===== src/rtl/uart_pkg.sv =====
// Shared definitions for the UART transmitter: FSM state encoding,
// oversampling ratio and the default frame parameters.
package uart_pkg;

  // Baud ticks per bit time (the tick runs at 16x the bit rate).
  localparam int OVERSAMPLE = 16;

  // Default frame shape: 8 data bits, one stop bit (16 ticks).
  localparam int DBIT_DEFAULT    = 8;
  localparam int SB_TICK_DEFAULT = 16;

  // Transmitter FSM state enumeration.
  typedef logic [1:0] state_t;
  localparam state_t ST_IDLE  = 2'd0;
  localparam state_t ST_START = 2'd1;
  localparam state_t ST_DATA  = 2'd2;
  localparam state_t ST_STOP  = 2'd3;

endpackage


===== src/rtl/uart_tx.sv =====
// UART transmitter: pops words from a fall-through FIFO and serialises them
// as start bit, DBIT data bits (LSB first) and a stop bit of SB_TICK ticks.
//
// FIFO handshake: the FIFO presents a valid head word whenever fifo_empty=0
// (valid = ~fifo_empty). fifo_rd acts as ready: it is high only in IDLE
// while fifo_empty=0, and the word is transferred on the rising clk edge
// where both are high. A word arriving mid-frame waits until IDLE.
module uart_tx
  import uart_pkg::*;
#(
  parameter int DBIT    = DBIT_DEFAULT,    // legal range 5..8
  parameter int SB_TICK = SB_TICK_DEFAULT  // 16, 24 or 32
) (
  input  logic            clk,
  input  logic            reset,
  input  logic            s_tick,
  input  logic            fifo_empty,
  input  logic [DBIT-1:0] fifo_data,
  output logic            fifo_rd,
  output logic            tx,
  output logic            tx_busy,
  output logic            tx_done
);

  // Terminal counts, sized to the counters they are compared against.
  localparam logic [4:0] S_LAST  = 5'(OVERSAMPLE - 1);
  localparam logic [4:0] SB_LAST = 5'(SB_TICK - 1);
  localparam logic [2:0] N_LAST  = 3'(DBIT - 1);

  state_t          state_reg, state_next;
  logic [4:0]      s_reg, s_next;
  logic [2:0]      n_reg, n_next;
  logic [DBIT-1:0] b_reg, b_next;
  logic            tx_reg, tx_next;
  logic            done_reg, done_next;
  logic            fifo_pop;

  // Next-state logic for the FSM, tick/bit counters and shift register.
  always_comb begin
    state_next = state_reg;
    s_next     = s_reg;
    n_next     = n_reg;
    b_next     = b_reg;
    fifo_pop   = 1'b0;
    done_next  = 1'b0;
    case (state_reg)
      ST_IDLE: begin
        // s_tick is irrelevant here; a waiting word starts a frame at once.
        if (!fifo_empty) begin
          fifo_pop   = 1'b1;
          b_next     = fifo_data;
          s_next     = 5'd0;
          state_next = ST_START;
        end
      end
      ST_START: begin
        if (s_tick) begin
          if (s_reg == S_LAST) begin
            s_next     = 5'd0;
            n_next     = 3'd0;
            state_next = ST_DATA;
          end else begin
            s_next = s_reg + 5'd1;
          end
        end
      end
      ST_DATA: begin
        if (s_tick) begin
          if (s_reg == S_LAST) begin
            s_next = 5'd0;
            b_next = b_reg >> 1;
            if (n_reg == N_LAST) begin
              state_next = ST_STOP;
            end else begin
              n_next = n_reg + 3'd1;
            end
          end else begin
            s_next = s_reg + 5'd1;
          end
        end
      end
      ST_STOP: begin
        if (s_tick) begin
          if (s_reg == SB_LAST) begin
            state_next = ST_IDLE;
            done_next  = 1'b1;
          end else begin
            s_next = s_reg + 5'd1;
          end
        end
      end
      default: begin
        state_next = ST_IDLE;
      end
    endcase
  end

  // Line level follows the state being entered so tx and state change on
  // the same edge; in DATA it shows the bit about to be shifted out.
  always_comb begin
    case (state_next)
      ST_START: tx_next = 1'b0;
      ST_DATA:  tx_next = b_next[0];
      default:  tx_next = 1'b1;
    endcase
  end

  // State registers; reset aborts any frame and drives the line idle high.
  always_ff @(posedge clk or posedge reset) begin
    if (reset) begin
      state_reg <= ST_IDLE;
      s_reg     <= 5'd0;
      n_reg     <= 3'd0;
      b_reg     <= '0;
      tx_reg    <= 1'b1;
      done_reg  <= 1'b0;
    end else begin
      state_reg <= state_next;
      s_reg     <= s_next;
      n_reg     <= n_next;
      b_reg     <= b_next;
      tx_reg    <= tx_next;
      done_reg  <= done_next;
    end
  end

  // The pop strobe is masked during reset so a held reset never consumes
  // the FIFO head word.
  assign fifo_rd = fifo_pop & ~reset;
  assign tx      = tx_reg;
  assign tx_busy = (state_reg != ST_IDLE);
  assign tx_done = done_reg;

endmodule


===== config.mk =====
export PLATFORM = sky130hd
export DESIGN_NAME = uart_tx
export DESIGN_NICKNAME = d
export VERILOG_FILES = /design/src/rtl/uart_pkg.sv /design/src/rtl/uart_tx.sv
export SDC_FILE = /design/constraint.sdc
export NUM_CORES = 1
export LEC_CHECK = 0
export BUFFER_PORTS_ARGS = -buffer_cell sky130_fd_sc_hd__buf_2
export CORE_MARGIN = 2
export CORE_UTILIZATION = 45
export CTS_BUF_LIST = sky130_fd_sc_hd__clkbuf_4 sky130_fd_sc_hd__clkbuf_8
export DETAILED_ROUTE_END_ITERATION = 6
export MAX_ROUTING_LAYER = met4
export PLACE_DENSITY_LB_ADDON = 0.08
export RECOVER_POWER = 50
export SYNTH_ARGS = -nofsm -noshare
export SYNTH_HDL_FRONTEND = slang
export SYNTH_SLANG_ARGS = --single-unit

===== constraint.sdc =====
create_clock -name clk -period 5.13 [get_ports clk]
set_clock_uncertainty 0.15 [all_clocks]
set_input_delay 0.7695 -clock clk [delete_from_list [all_inputs] [get_ports clk]]
set_output_delay 0.7695 -clock clk [all_outputs]
set_load 0.01 [all_outputs]

# Word level (Yosys, flattened, before mapping)

Cells that the tools add are included.

Mux-type cells: 31
Eq/ne operators: 16
Add/sub/neg operators: 2
Reduce and logical (&&, ||, !) cells: 8
Bitwise operators: 2

Operators with widths:

| operator                                                        | number |
|---|---|
| 5-bit 2-to-1 mux                                                | 5 |
| 8-bit 2-to-1 mux                                                | 3 |
| 2-bit 2-to-1 mux                                                | 8 |
| 2-bit != test, second input constant                            | 8 |
| 8-bit case mux with 2 select lines                              | 1 |
| 3-bit 2-to-1 mux                                                | 5 |
| 5-bit case mux with 3 select lines                              | 1 |
| 2-bit case mux with 4 select lines                              | 1 |
| 4-bit AND reduction                                             | 2 |
| 2-bit == test, second input constant                            | 3 |
| 3-bit case mux with 2 select lines                              | 1 |
| 6-bit AND reduction                                             | 1 |
| 2-bit nonzero test                                              | 3 |
| 5-bit by 1-bit adder with 5-bit output, second input constant   | 1 |
| 5-bit by 4-bit == test with 1-bit output, second input constant | 1 |
| 1-bit 2-to-1 mux                                                | 5 |
| 2-bit by 1-bit == test with 1-bit output, second input constant | 2 |
| 3-bit by 1-bit adder with 3-bit output, second input constant   | 1 |
| 3-bit == test, second input constant                            | 1 |
| 2-bit zero test                                                 | 1 |
| 2-bit by 1-bit != test with 1-bit output, second input constant | 1 |
| 1-bit case mux with 2 select lines                              | 1 |
| 2-bit OR reduction                                              | 1 |
| 1-bit bitwise AND                                               | 1 |
| 1-bit NOT                                                       | 1 |

Input bits: 12
Flip-flop bits (word level): 20
Output and inout port bits: 4
Word-level logic and storage cells: 66

# Depth between registers and ports, before layout

Word-level depth: 7
Gate-level depth with buffers: 8
Mapped depth without buffers: 7

# Worst setup path before layout

No wires, ideal clock.

Path kind: flip-flop to output port
Start point: register state_reg[0]
End point: output port fifo_rd
Path slack: 3.092 ns
Arrival: 1.118 ns
Required time: 4.211 ns
Stages on the path, launching flop included: 5
Buffers on the path: 0
Cell sequence: dfrtp_1 inv_1 ha_1 inv_1 nor3_1

Word-level cells in the longest chain between the ends: 3

RTL lines:

| what                     | RTL line       | RTL |
|---|---|---|
| start: declaration       | uart_tx.sv:30  | `state_t state_reg, state_next;` |
| start signal: assignment | uart_tx.sv:118 | `state_reg <= state_next;` |
| 2-bit zero test          | uart_tx.sv:46  | `case (state_reg)` |
| 1-bit 2-to-1 mux         | uart_tx.sv:46  |  |
| 1-bit bitwise AND        | uart_tx.sv:129 | `assign fifo_rd = fifo_pop & ~reset;` |
| end: declaration         | uart_tx.sv:19  | `output logic fifo_rd,` |

Every way passes these cells.

# Final worst setup path

Start point: register state_reg[1]
End point: output port fifo_rd

Same word-level chain as after synthesis.

==> impl_metrics.json <==
{
  "vias_per_cell": 5.54,
  "synthCells": 121,
  "cp_slowest_cell": "dfrtp_1",
  "final_nets": 158,
  "slew_violations": 0,
  "hold_path.class": "flip-flop to flip-flop",
  "status": "complete, no violations",
  "gr-total-overflow": 0,
  "critPathArrivalTime_ns": 1.58,
  "cp_max_fo": 7,
  "synth-seq-cells": 20,
  "diodes": 0,
  "die_y_um": 56.1,
  "htreeDepth": 1,
  "firstDrtPassIters": 4,
  "postRouteAntennaNets": 0,
  "p_leak_nw": 0.641,
  "core_um2": 2520,
  "finalHoldViolations": 0,
  "critPathMaxStageDelay_ns": 0.46,
  "synth.area.top_cells": "dfrtp_1, ha_1, a22oi_1",
  "irDropWorstVdd_mv": 0.250,
  "path_buf_inv": 3,
  "endpoint_kind": "output port",
  "cts_root_buf": "clkbuf_4",
  "post_cts_resized": 0,
  "dieArea_um2": 3150,
  "setup_tns_ns": 0,
  "area_growth_pct": 7.98,
  "critical_path_class": "flip-flop to output port",
  "crit_required_ns": 4.21,
  "synth_top_area_cell": "dfrtp_1",
  "drtIter0Drc": 16,
  "tightest_slew_ns": 0.740,
  "fin_crit_sh_pct": 48.8,
  "start_util_pct": 48.5,
  "layout-drive-gt1-share_pct": 21.5,
  "worst_setup_path_start_kind": "flip-flop",
  "ys_types": 41,
  "track_usage_pct": 16.0,
  "wl_per_cell_um": 14.0,
  "cts_num_sinks": 20,
  "grt_pass1_wl_um": 3930,
  "die_w_um": 56.1,
  "ios": 16,
  "fp-row-count": 18,
  "clk_pin_slew_worst_paths_ns": 0.11,
  "cts_buffers": 3,
  "drc_errors": 0,
  "slew_headroom_pct": 50.6,
  "cpMostUsedCell": "inv_1",
  "synth_area_um2": 1220,
  "path_delay_family": "flip-flops",
  "yosysTopAreaCellShare_pct": 38.9,
  "postCtsSetupRepairBufs": 0,
  "cellPowerDensity_nw_per_um2": 402,
  "synth_warnings": 0,
  "num-fill-cells": 242,
  "first_global_vias": 862,
  "yosysSeqAreaShare_pct": 41.0,
  "numPortBuffers": 15,
  "grt_max_degree": 21,
  "setup_violations": 0,
  "synth_area_per_cell_um2": 10.1,
  "fmax_ghz": 0.400,
  "cts-root-to-sink-buffers": 2,
  "hpwl_um": 1720,
  "crit_chain": "inv_1, ha_1, inv_1, nor3_1, buf_2",
  "antenna_found_initial": 0,
  "place_congestion": 0.753,
  "finalWirelength_um": 2310,
  "fin_util_pct": 52.3,
  "vias": 914,
  "clk_latency_ns": 0.30,
  "final.min_clock_period_ns": 2.50,
  "drv_cap": 0,
  "cts_hold_buffers": 0,
  "cts_tree": "yes",
  "synthesis.nets": 143,
  "largest_register_ff_count": 8,
  "p_total_mw": 0.530,
  "rsz0062_at_grt": "false"
}
per-stage QoR:
step / setup slack [ns] / hold WS [ns] / instance area, um^2 / cells
floorplan: 3.09 / 0.287 / 1220 / 121
global placement: 2.99 / 0.314 / 1290 / 161
detailed placement: 2.92 / 0.322 / 1290 / 161
CTS: 2.61 / 0.350 / 1320 / 165
global route: 2.48 / 0.367 / 1320 / 165
finish: 2.63 / 0.349 / 1320 / 165
layout by cell type, fill, tap and decap left out, types with 3 or more instances in the layout:
cell type | netlist | layout
buf_2 | 1 | 13
ha_1 | 10 | 10
a21boi_1 | 3 | 3
a22oi_1 | 7 | 7
inv_1 | 9 | 9
clkbuf_4 | 0 | 4
a21oi_2 | 3 | 3
dfrtp_1 | 19 | 19
a22o_1 | 6 | 6
a21oi_1 | 5 | 5
nand2_1 | 5 | 5
nor2_1 | 11 | 11
o21ai_0 | 3 | 3
final timing paths:
check	slack, ns	cells past startpoint	from	end
setup / recovery	2.63	5	state_reg[1]	fifo_rd
setup reg to reg	2.94	7	s_reg[0]	b_reg[7]
max in group asynchronous	3.95	2	reset	n_reg[2]
min in group asynchronous	0.42	2	reset	s_reg[4]
hold / removal	0.35	2	b_reg[0]	b_reg[0]
hold reg to reg	0.35	2	b_reg[0]	b_reg[0]
synthesized netlist by cell type (all sizes together):
cell type and instances:
a21o 1, o211a 1, or3b 1, nor2b 2, nand2 6, a31o 1
mux2 1, a211o 2, nand3 2, a21boi 4, or2 1, o211ai 2
o2bb2ai 2, clkbuf 1, a211oi 2, a21oi 8, and2 2, o21ai 5
inv 10, a32o 1, dfstp 1, nor3 2, dfrtp 19, ha 10
buf 4, and3 3, o311ai 1, a21bo 1, o221ai 1, a22o 6
a22oi 7, nor2 11
layout make-up:
type / count / area [um^2] / area share [%]
tap: 30 / 37.5 / 2.84
sequential: 20 / 502 / 38.0
clock buffer: 4 / 30.0 / 2.27
timing repair buffer: 15 / 72.6 / 5.50
inverter: 10 / 37.5 / 2.84
multi-input combinational: 86 / 641 / 48.5
power by group:
| part | internal (mW) | switching, mW | total [mW] |
|---|---|---|---|
| Combinational | 0.0892 | 0.127 | 0.216 |
| Sequential | 0.206 | 0.0233 | 0.229 |
| Clock | 0.0356 | 0.0495 | 0.0851 |
cells by family (layout without fill, tap and decap cells):
| family | count (synthesis) | in the layout | synth area share [%] |
|---|---|---|---|
| fa+ha+maj | 10 | 10 | 10.2 |
| compound gates | 45 | 45 | 28.9 |
| flops | 20 | 20 | 41.0 |
| simple gates | 30 | 30 | 12.4 |
| mux | 1 | 1 | 0.921 |
| buf+inv | 15 | 29 | 6.55 |
tightest hold or removal path, cell delays in order, from the launching register on:
cell	delay (ns)
dfrtp_1	0.35
a21boi_1	0.07
inv_1	0.05
metal layers:
metal | GRT usage (%) | share of wire, % | up-vias
li1 | - | - | 467
met1 | 22.3 | 51 | 430
met2 | 24.0 | 45 | 15
met3 | 4.19 | 3.0 | 2
met4 | 2.04 | 0.65 | 0
met5 | - | 0 | -
Power figures use the tool's default switching activity.
